==> src/rtl/stopwatch_counter.sv <==
// BCD MM:SS stopwatch datapath: RUN / ADJ / PAUSED mode FSM, cascaded BCD counting,
// adjust-mode blink masks and a rollover strobe, all synchronous to clkDis.
`timescale 1ns/1ps

module stopwatch_counter (
  input  logic       clkDis,
  input  logic       rst,
  input  logic       pause,
  input  logic       tick1Hz,
  input  logic       tick2Hz,
  input  logic       adj,
  input  logic       sel,
  output logic [2:0] m10,
  output logic [3:0] m1,
  output logic [2:0] s10,
  output logic [3:0] s1,
  output logic [1:0] mode,
  output logic       blankMin,
  output logic       blankSec,
  output logic       wrap
);

  typedef enum logic [1:0] {
    RUN    = 2'b00,
    ADJ    = 2'b01,
    PAUSED = 2'b10
  } state_t;

  state_t     state, state_n;
  logic       adjM, adjS, selM, selS;
  logic       bp, bp_n;
  logic [2:0] m10_n, s10_n;
  logic [3:0] m1_n, s1_n;
  logic       wrap_n;
  logic       run_inc, adj_inc;

  // Two-stage synchronizers for the raw mode switches.
  // NOTE: sequential state uses non-blocking assignments so every register samples pre-edge values.
  always_ff @(posedge clkDis) begin
    if (rst) begin
      adjM <= 1'b0;
      adjS <= 1'b0;
      selM <= 1'b0;
      selS <= 1'b0;
    end else begin
      adjM <= adj;
      adjS <= adjM;
      selM <= sel;
      selS <= selM;
    end
  end

  // NOTE: every always_comb output gets a default first, so no path leaves it unassigned (no latch).
  always_comb begin
    state_n = RUN;
    if (rst)       state_n = RUN;
    else if (pause) state_n = PAUSED;
    else if (adjS)  state_n = ADJ;
  end

  // Ticks are qualified by the state held during the tick cycle.
  assign run_inc = (state == RUN) && tick1Hz;
  assign adj_inc = (state == ADJ) && tick2Hz;

  always_comb begin
    m10_n  = m10;
    m1_n   = m1;
    s10_n  = s10;
    s1_n   = s1;
    wrap_n = 1'b0;
    if (run_inc || (adj_inc && selS)) begin
      if (s1 >= 4'd9) begin
        s1_n = 4'd0;
        if (s10 >= 3'd5) begin
          s10_n = 3'd0;
          // Only RUN carries seconds into minutes; ADJ wraps the field in place.
          if (run_inc) begin
            if (m1 >= 4'd9) begin
              m1_n = 4'd0;
              if (m10 >= 3'd5) begin
                m10_n  = 3'd0;
                wrap_n = 1'b1;
              end else begin
                m10_n = m10 + 3'd1;
              end
            end else begin
              m1_n = m1 + 4'd1;
            end
          end
        end else begin
          s10_n = s10 + 3'd1;
        end
      end else begin
        s1_n = s1 + 4'd1;
      end
    end else if (adj_inc) begin
      if (m1 >= 4'd9) begin
        m1_n  = 4'd0;
        m10_n = (m10 >= 3'd5) ? 3'd0 : m10 + 3'd1;
      end else begin
        m1_n = m1 + 4'd1;
      end
    end
  end

  // Blink phase lives only while ADJ persists; leaving ADJ clears it.
  always_comb begin
    bp_n = 1'b0;
    if (state == ADJ && state_n == ADJ) bp_n = bp ^ tick2Hz;
  end

  always_ff @(posedge clkDis) begin
    if (rst) begin
      state    <= RUN;
      m10      <= 3'd0;
      m1       <= 4'd0;
      s10      <= 3'd0;
      s1       <= 4'd0;
      bp       <= 1'b0;
      blankMin <= 1'b0;
      blankSec <= 1'b0;
      wrap     <= 1'b0;
    end else begin
      state    <= state_n;
      m10      <= m10_n;
      m1       <= m1_n;
      s10      <= s10_n;
      s1       <= s1_n;
      bp       <= bp_n;
      blankMin <= (state_n == ADJ) && !selS && bp_n;
      blankSec <= (state_n == ADJ) && selS && bp_n;
      wrap     <= wrap_n;
    end
  end

  assign mode = state;

endmodule

==> config.mk <==
export PLATFORM = sky130hd
export DESIGN_NAME = stopwatch_counter
export DESIGN_NICKNAME = d
export VERILOG_FILES = /design/src/rtl/stopwatch_counter.sv
export SDC_FILE = /design/constraint.sdc
export NUM_CORES = 1
export LEC_CHECK = 0
export ABC_CLOCK_PERIOD_IN_PS = 2000
export BUFFER_PORTS_ARGS = -buffer_cell sky130_fd_sc_hd__clkbuf_2
export CORE_MARGIN = 2
export CORE_UTILIZATION = 47
export DETAILED_ROUTE_END_ITERATION = 8
export GPL_ROUTABILITY_DRIVEN = 0
export PLACE_DENSITY = 0.75
export SLEW_MARGIN = 0
export SYNTH_ARGS = -nofsm -noshare
export SYNTH_HDL_FRONTEND = slang
export SYNTH_SLANG_ARGS = --single-unit
export TNS_END_PERCENT = 20
==> constraint.sdc <==
create_clock -name clkDis -period 2 [get_ports clkDis]
set_input_delay 0.4 -clock clkDis [delete_from_list [all_inputs] [get_ports clkDis]]
set_output_delay 0.4 -clock clkDis [all_outputs]
set_load 0.01 [all_outputs]
== After elaboration in Yosys (flattened, before gate mapping) ==
Index checks and enable logic that the tools add are counted.
Storage, ports and cells
  flip-flop bits (word level): 24
  input bits: 7
  output and inout port bits: 19
  logic and storage cells: 67
Operators by class
  add/sub/neg operators: 4
  magnitude comparators: 4
  equal/unequal tests: 5
  mux-type cells: 20
  bitwise logic cells: 6
  reduce and logical (&&, ||, !) cells: 15
Operator list (count)
  $mux W4: 7
  $mux W3: 8
  $add A4 B1 Y4 const B: 2
  $ge A4 B4 Y1 const B: 2
  $logic_and A1 B1 Y1: 8
  $add A3 B1 Y3 const B: 2
  $ge A3 B3 Y1 const B: 2
  $reduce_or A6 Y1: 1
  $not A1 Y1: 5
  $eq A2 B1 Y1 const B: 2
  $mux W2: 2
  $ne A2 B1 Y1 const B: 2
  $reduce_and A4 Y1: 1
  $mux W1: 3
  $logic_not A2 Y1: 1
  $ne A2 B2 Y1 const B: 1
  $reduce_and A2 Y1: 1
  $reduce_bool A2 Y1: 1
  $logic_not A1 Y1: 1
  $logic_or A1 B1 Y1: 1
  $xor A1 B1 Y1: 1

== Logic depth before layout (Yosys ltp) ==
Gate-level depths: netlist of the first run.
  depth after elaboration: 7
  depth in mapped cells: 6
  depth with buffers taken out: 6

== Worst setup path before layout of the first run ==
OpenSTA, ideal clock, no wires.
  kind: reg2reg
  start: register s1[0]
  end: register m10[1]
  setup time: 0.070 ns
  arrival time: 1.997 ns
  data required time: 1.930 ns
  setup slack: -0.067 ns
  stages on the path, launching flop included: 7
  path buffers: 0
  clock period less this slack: 2.067 ns
  cells stage by stage: dfxtp_1 inv_1 ha_1 nor3b_2 o41a_1 or4_1 a21oi_1
On the way
  word-level cells in the longest chain between the ends: 3
Ends and longest elaborated chain
  from (decl): RTL line 16  | output logic [3:0] s1,
  from (signal assigned): RTL line 128  | s1 <= s1_n;
  $ge A4 B4 Y1: RTL line 72  | if (s1 >= 4'd9) begin
  $ne A2 B1 Y1 (no source line)
  $reduce_and A4 Y1 (no source line)
  to (signal assigned): RTL line 125  | m10 <= m10_n;
  to (decl): RTL line 13  | output logic [2:0] m10,
Every way passes these cells.
A chain may end at the register's enable or synchronous reset.

== Worst setup path in the final report of the first run ==
Ends and elaborated chain as after synthesis.

==> flow_summary.ini, run 1 <==
[clocking]
post_cts_resized = 0
cts.path.max_buffers = 2
numCtsBuffers = 3
cts_hold_buf = 0
path_clk_slew_ps = 130
cts_tree = done
clock_sinks = 24
cts-root-buf = clkbuf_4
clk_latency_ps = 320
h-tree-depth = 1
post_cts_buffers = 0

[setup_path]
critPathMaxStageDelay_ps = 540
path_delay_family = simple AND/OR/NAND/NOR gates
path_cells = inv_1, ha_1, nor3b_2, o41a_1, or4_1, a21oi_2
r2r-start = s1[0]
crit_required_ps = 2260
cp.arrival_ps = 2250
cp_slowest_cell = or4_1
crit_buf_inv = 1
crit_path_start = s1[0]
crit_path_start_kind = flip-flop
critPathMaxFanout = 6
r2r_slack_ps = 10
end_kind = flip-flop
path_class = reg -> reg

[sta]
hold_violations = 0
tightestPinTransition_ps = 515.0
rsz0062_at_grt = yes
setup_viol = 0
final.period_utilization_pct = 99.51
slew_headroom_pct = 65.67
final.setup.worst_slack_ps = 9.718
slew_viol_final = 0
skew_ps = 2.927
clock.fmax_ghz = 0.5024
final.min_clock_period_ps = 1990

[final_layout]
syn_to_final_growth_pct = 22.67
antenna_cells_inserted = 0
fin_area_mm2 = 0.001415
layout.nets = 170
drive_gt1_share_pct = 29.61
fillers = 202

[pwr]
power_density_mw_per_mm2 = 643.7
ir_drop_v = 0.0006088
p_total_mw = 0.9110
p_leak_nw = 0.5892

[detailed_routing]
routed_wl_um = 2246
vias_per_cell = 5.583
post_drt_wl_per_cell_um = 12.48
drt-pass1-iter-count = 4
antenna_left = 0
drc = 0
dr_total_vias = 1005
drtIter0Drc = 14

[placed_design]
place_area_mm2 = 0.001345
hpwl_um = 1711
io_buffers = 25
post-place-ws_ps = 50.71

[floorplanning]
die_area_mm2 = 0.002867
die_w_um = 53.54
die_y_um = 53.54
coreArea_mm2 = 0.002276
start_util_pct = 50.69
rows = 17
pin_count = 26

[synthesis]
syn_area_mm2 = 0.001154
synth_nets = 137
synthFlopType = dfxtp_1
avgSynthCellArea_um2 = 9.613
yosys.area.top_type = dfxtp_1
ys_ff_latch = 24
syn-instance-count = 120
yosysSeqAreaShare_pct = 41.65
synth-edff-count = 0
synth_cell_type_count = 39
synth_area_leaders = dfxtp_1 42%, ha_1 11%, a21oi_1 4.8%, nor2b_1 3.3%, inv_1 2.6%
synth_common_cells = 24 x dfxtp_1, 11 x a21oi_1, 10 x ha_1
yosysWarnings = 0
async_flop_share_pct = 0
synth.most_common_cell = dfxtp_1
synth_top_area_share_pct = 41.65

[global_route]
grt_max_degree = 23
grt_pass1_vias = 849
track_usage_pct = 18.09
grt_pass1_wl_um = 3650
antenna_found_initial = 0
grt-ovfl-total = 0

[flow_run]
maxCapViolations = 0

[hold_path]
min_path_type = in -> reg
holdCritStartpoint = pause

[run_status]
status = finished, final reports clean
cell type report:
cell class	count	area [um2]	share of cell area, %
clock buffer	3	22.52	1.592
clock inverter	1	30.03	2.122
inverter	9	33.78	2.387
multi-input combinational	85	648.1	45.80
sequential	24	483.0	34.13
tap	28	35.03	2.476
timing repair buffer	30	162.7	11.49
state kept, by name, indices dropped and copies added (netlist names):
register,cells
m1,4
bp,1
blankMin,1
mode,2
selS,1
s1,4
blankSec,1
wrap,1
adjM,1
selM,1
s10,3
m10,3
adjS,1
per-layer routing:
metal  track usage [%]  part of all wire (%)  vias up
met1             19.83                    44      477
met5                 0                     0        -
met2             31.89                    49       18
li1                  -                     -      505
met4             7.692                   2.0        0
met3             5.833                   4.4        5
where the power goes:
group	switching (mW)	internal [mW]	total (mW)
combinational	0.0385	0.0286	0.0671
clock	0.148	0.203	0.350
sequential	0.00663	0.487	0.493
metrics by stage:
step	std cells	TNS, ps	hold slack (ps)	utilization [%]
CTS	180	0	233.3	61.41
floorplan	120	0	413.8	-
detailed placement	176	0	430.8	59.10
finish	180	0	252.4	62.18
global placement	176	0	418.3	59.10
global route	180	-96.65	228.2	62.18
final timing paths:
| kind | end | depth (start not counted) |
|---|---|---|
| worst min-delay path | mode[0] | 2 |
| worst max-delay path | m10[1] | 6 |
| worst max register to register | m10[1] | 6 |
| worst min register to register | selS | 1 |
cell usage in the layout (no fill, tap or decap), types with 3 or more instances in the layout:
cell type / n
clkbuf_2: 25
dfxtp_1: 22
a21oi_1: 10
ha_1: 10
inv_1: 8
nor2b_1: 6
nor2_1: 6
nand3_1: 5
o21ai_0: 5
buf_4: 5
nand2_1: 4
or4_1: 3
and3_1: 3
clkbuf_4: 3
cells by family after synthesis:
kind of cell | count (synthesis) | synth area share [%]
adder cells (fa/ha/maj) | 10 | 10.85
multiplexers | 2 | 1.735
AND/OR/NAND/NOR | 42 | 22.89
AO/OA/AOI/OAI | 30 | 18.55
flip-flops | 24 | 41.65
XOR/XNOR | 1 | 0.7594
buffers and inverters | 11 | 3.578
No activity file was read; power rests on OpenSTA's default activity.
==> run 2, diff against run 1 <==
--- a/config.mk
+++ b/config.mk
@@ -7,12 +7,14 @@
 export LEC_CHECK = 0
 export ABC_CLOCK_PERIOD_IN_PS = 2000
 export BUFFER_PORTS_ARGS = -buffer_cell sky130_fd_sc_hd__clkbuf_2
+export CELL_PAD_IN_SITES_DETAIL_PLACEMENT = 1
+export CELL_PAD_IN_SITES_GLOBAL_PLACEMENT = 2
 export CORE_MARGIN = 2
-export CORE_UTILIZATION = 47
+export CORE_UTILIZATION = 29
 export DETAILED_ROUTE_END_ITERATION = 8
 export GPL_ROUTABILITY_DRIVEN = 0
 export PLACE_DENSITY = 0.75
-export SLEW_MARGIN = 0
+export SLEW_MARGIN = 20
 export SYNTH_ARGS = -nofsm -noshare
 export SYNTH_HDL_FRONTEND = slang
 export SYNTH_SLANG_ARGS = --single-unit
==> constraint.sdc (replaced) <==
create_clock -name clkDis -period 2 [get_ports clkDis]
set_input_delay 0.3 -clock clkDis [delete_from_list [all_inputs] [get_ports clkDis]]
set_output_delay 0.3 -clock clkDis [all_outputs]
set_load 0.01 [all_outputs]
==> flow_summary.ini, run 2 (synthesis results as in run 1) <==
[pwr]
p_seq_share_pct = 49.4
ir_drop_v = 0.0004388
switching_share_pct = 20.63
p_leak_nw = 0.6246
power_switching_mw = 0.2059
p_total_mw = 0.9978
power.internal_mw = 0.7919
power_density_mw_per_mm2 = 655.8
combPwrFrac_pct = 8.4
p_clk_share_pct = 42.2

[run_status]
status = finished, final reports clean

[detailed_routing]
dr_total_vias = 1002
drtIter0Drc = 38
post_drt_wl_per_cell_um = 13.74
drt-pass1-iter-count = 3
routed_wl_um = 2803
antenna_left = 0
vias_per_cell = 4.912
drc = 0

[placed_design]
place_area_mm2 = 0.001385
hpwl_um = 2161
io_buffers = 25

[final_layout]
multiInputGateArea_um2 = 679.4
fillers = 456
top_regs = m1 (4), s1 (4)
drive_gt1_share_pct = 35.26
layout.nets = 174
layout_common_cells = 25 x clkbuf_2, 21 x dfxtp_1, 10 x a21oi_1
antenna_cells_inserted = 0
fin_area_mm2 = 0.001521
seqCellArea_um2 = 484.2
final_common_cell = clkbuf_2
syn_to_final_growth_pct = 31.89

[hold_path]
min_path_type = in -> reg

[clocking]
numCtsBuffers = 3
cts-root-buf = clkbuf_8
cts_tree = done
clock_sinks = 24
cts.path.max_buffers = 2
clk_latency_ps = 260
cts_hold_buf = 0
path_clk_slew_ps = 90
h-tree-depth = 1

[setup_path]
crit_required_ps = 2200
end_kind = flip-flop
crit_buf_inv = 1
path_class = reg -> reg
critPathMaxStageDelay_ps = 540
path_cells = inv_2, ha_4, nor3b_4, o41a_1, or4_4, a21oi_2
path_delay_family = simple AND/OR/NAND/NOR gates
crit_path_start_kind = flip-flop
cp_slowest_cell = or4_4
cp.arrival_ps = 2120
critPathMaxFanout = 5

[sta]
final.period_utilization_pct = 96.29
slew_viol_final = 0
final.min_clock_period_ps = 1926
whs_ps = 209.0
fin_tns_setup_ps = 0
setup_viol = 0
hold_violations = 0
skew_ps = 5.180
tightestPinTransition_ps = 512.5
clock.fmax_ghz = 0.5193
slew_headroom_pct = 65.83

[floorplanning]
die_y_um = 67.07
coreArea_mm2 = 0.003744
pin_count = 26
rows = 22
start_util_pct = 30.82
die_w_um = 67.07
die_area_mm2 = 0.004498

[global_route]
grt_max_degree = 15
grt_pass1_vias = 1049
use_met3_pct = 3.547
grt_most_used_layer = met2
antenna_found_initial = 0
grt_pass1_wl_um = 4726
use_met2_pct = 26.49
use_met1_pct = 15.31
grt-ovfl-total = 0
track_usage_pct = 13.85

[flow_run]
maxCapViolations = 0
[run 2: cell count changes in the layout (fill, tap and decap cells not counted), moves of 2 or more]
cell      previous run  this run
buf_4                5         9
clkbuf_4             3         0
clkbuf_8             0         3
ha_1                10         8
ha_4                 0         2
inv_1                8         6
inv_2                1         3
or4_1                3         1
or4_4                0         2
[run 2: final timing paths]
path | from | to | slack, ps | depth (start not counted)
worst max-delay path | s1[1] | m10[1] | 70 | 6
worst min-delay path | pause | mode[0] | 210 | 2
worst max register to register | s1[1] | m10[1] | 70 | 6
worst min register to register | adjM | adjS | 450 | 1
[run 2: repair_timing]
action | in CTS | in global routing
setup endpoints to repair | 1 | 6
gates resized for setup | 4 | 10
pin swaps | 3 | 3
setup buffers | 1 | 1
[run 2: power by group through the flow]
stage / Sequential (mW) / Combinational, mW / Clock [mW]
after detailed placement: 0.504 / 0.0713 / 0
after CTS: 0.493 / 0.0760 / 0.434
after floorplan: 0.507 / 0.0388 / 0
after global routing: 0.495 / 0.0935 / 0.450
after global placement: 0.503 / 0.0690 / 0
final: 0.493 / 0.0833 / 0.421
[run 2: worst register-to-register path: stages (launching register included)]
cell and delay [ps]:
dfxtp_2 340, inv_2 60, ha_4 150, nor3b_4 160, o41a_1 460, or4_4 540, a21oi_2 150
[run 2: metal layers]
metal	share of wire, %	up-vias
li1	-	511
met1	44	478
met2	53	11
met3	2.6	2
met4	0.68	0
met5	0	-
[run 2: final cells by class]
| type | instances | share of cell area [%] |
|---|---|---|
| multi-input cells | 85 | 44.65 |
| flip-flops and latches | 24 | 31.83 |
| repair buffers | 34 | 12.66 |
| well taps | 48 | 3.947 |
| clock buffers | 3 | 2.714 |
| inverters | 9 | 2.220 |
| clock inverters | 1 | 1.974 |
[run 2: stage by stage]
| step | utilization (%) | setup slack (ps) | std cells |
|---|---|---|---|
| after floorplan | - | 8.520 | 120 |
| final | 40.64 | 74.22 | 204 |
| after global placement | 37.00 | 106.7 | 198 |
| after detailed placement | 37.00 | 20.20 | 198 |
| after global routing | 40.64 | -5.048 | 204 |
| after CTS | 39.47 | 4.899 | 203 |
==> run 3, diff against run 2 <==
--- a/config.mk
+++ b/config.mk
@@ -14,6 +14,7 @@
 export DETAILED_ROUTE_END_ITERATION = 8
 export GPL_ROUTABILITY_DRIVEN = 0
 export PLACE_DENSITY = 0.75
+export REMOVE_ABC_BUFFERS = 1
 export SLEW_MARGIN = 20
 export SYNTH_ARGS = -nofsm -noshare
 export SYNTH_HDL_FRONTEND = slang
==> flow_summary.ini, run 3 (synthesis results as in run 1) <==
[sta]
rsz0062_at_grt = no
final.period_utilization_pct = 93.70
slew_headroom_pct = 63.70
final.min_clock_period_ps = 1874
setup_viol = 0
hold_violations = 0
skew_ps = 3.863
clock.fmax_ghz = 0.5336
tightestPinTransition_ps = 544.5
slew_viol_final = 0

[detailed_routing]
drtIter0Drc = 25
dr_total_vias = 1027
drt-pass1-iter-count = 4
vias_per_cell = 5.084
drc = 0
antenna_left = 0
routed_wl_um = 2875
post_drt_wl_per_cell_um = 14.23

[floorplanning]
die_area_mm2 = 0.004498
rows = 22
coreArea_mm2 = 0.003744
start_util_pct = 30.82
die_y_um = 67.07
die_w_um = 67.07
pin_count = 26

[setup_path]
crit_end = m10[1]
crit_path_start_kind = flip-flop
rr_worst_depth = 6
crit_required_ps = 2210
cp.arrival_ps = 2080
r2r-start = s1[0]
r2r_end = m10[1]
critPathMaxFanout = 3
path_class = reg -> reg
end_kind = flip-flop
crit_path_start = s1[0]
r2r_slack_ps = 130

[final_layout]
antenna_cells_inserted = 0
syn_to_final_growth_pct = 27.98
multiInputGateArea_um2 = 650.6
final_cells = 202
drive_gt1_share_pct = 30.52
top_regs = m1 (4), s1 (4)
layout_common_cells = 25 x clkbuf_2, 22 x dfxtp_1, 10 x a21oi_1, 10 x ha_1, 8 x inv_1
layout.nets = 172
seqCellArea_um2 = 483.0
fin_util_pct = 39.44
final_common_cell = clkbuf_2
fillers = 477

[clocking]
numCtsBuffers = 3
h-tree-depth = 1
clk_latency_ps = 270
cts_hold_buf = 0
path_clk_slew_ps = 90
cts_tree = done
clock_sinks = 24
cts-root-buf = clkbuf_8
cts.path.max_buffers = 2

[placed_design]
dp.cells = 197
hpwl_um = 2231
io_buffers = 25

[pwr]
ir_drop_v = 0.0004460
power_switching_mw = 0.2120
power.internal_mw = 0.7881
p_clk_share_pct = 43.0
power_density_mw_per_mm2 = 677.4
combPwrFrac_pct = 7.7
switching_share_pct = 21.20
p_seq_share_pct = 49.3
p_leak_nw = 0.6109

[flow_run]
maxCapViolations = 0

[run_status]
status = finished, final reports clean

[global_route]
grt_pass1_wl_um = 4816
track_usage_pct = 14.22
antenna_found_initial = 0
grt-ovfl-total = 0
grt_max_degree = 15
grt_pass1_vias = 1032

[hold_path]
min_path_type = in -> reg
## run 3: cell types whose count changed in the layout (fill, tap and decap cells not counted), sizes merged
| cell | previous run | this run |
|---|---|---|
| buf | 9 | 7 |
## run 3: area by class of cell
| cell class | instances | share of cell area [%] |
|---|---|---|
| Multi-Input combinational cell | 85 | 44.07 |
| Inverter | 9 | 2.288 |
| Timing Repair Buffer | 32 | 12.03 |
| Sequential cell | 24 | 32.71 |
| Tap cell | 48 | 4.068 |
| Clock buffer | 3 | 2.797 |
| Clock inverter | 1 | 2.034 |
## run 3: worst max-delay path, cell delays in order (launching register included)
cell,delay [ps]
dfxtp_2,330
inv_1,50
ha_1,200
nor3b_4,170
o41a_1,410
or4_1,510
a21oi_1,140
## run 3: power by group through the flow
stage | registers [mW] | logic [mW] | clock network, mW
6_report | 0.493 | 0.0766 | 0.430
5_1_grt | 0.495 | 0.0856 | 0.470
4_1_cts | 0.493 | 0.0721 | 0.445
3_5_place_dp | 0.504 | 0.0718 | 0
3_3_place_gp | 0.503 | 0.0690 | 0
2_1_floorplan | 0.506 | 0.0341 | 0
## run 3: worst min-delay path by stage
stage	start	endpoint	slack, ps	depth (start not counted)
6_report	pause	mode[0]	200	2
3_3_place_gp	selM	selS	420	1
3_5_place_dp	adjM	adjS	440	1
2_1_floorplan	rst	m10[0]	370	1
5_1_grt	pause	mode[0]	190	2
4_1_cts	pause	mode[0]	200	2
## run 3: repair_timing
action,4_1_cts,5_1_grt
endpoints found under the setup margin,0,5
gates resized for setup,0,7
setup buffers,0,1
## run 3: metrics by stage
stage | setup slack [ps] | power (mW) | cell area, um2 | TNS (ps) | hold slack (ps)
floorplan | -66.48 | 0.5403 | 1146 | -116.2 | 369.1
global placement | 118.6 | 0.5721 | 1376 | 0 | 415.9
detailed placement | 41.19 | 0.5761 | 1376 | 0 | 436.3
CTS | 8.435 | 1.010 | 1448 | 0 | 197.5
global route | 15.05 | 1.050 | 1476 | 0 | 192.4
finish | 126.0 | 1.000 | 1476 | 0 | 202.9
## run 3: per-layer routing
layer  global-route usage [%]  share of wire, %  vias up
met4                    3.827               1.5        0
li1                         -                 -      509
met2                    24.13                49       19
met1                    18.04                46      495
met5                        0                 0        -
met3                    3.041               3.4        4
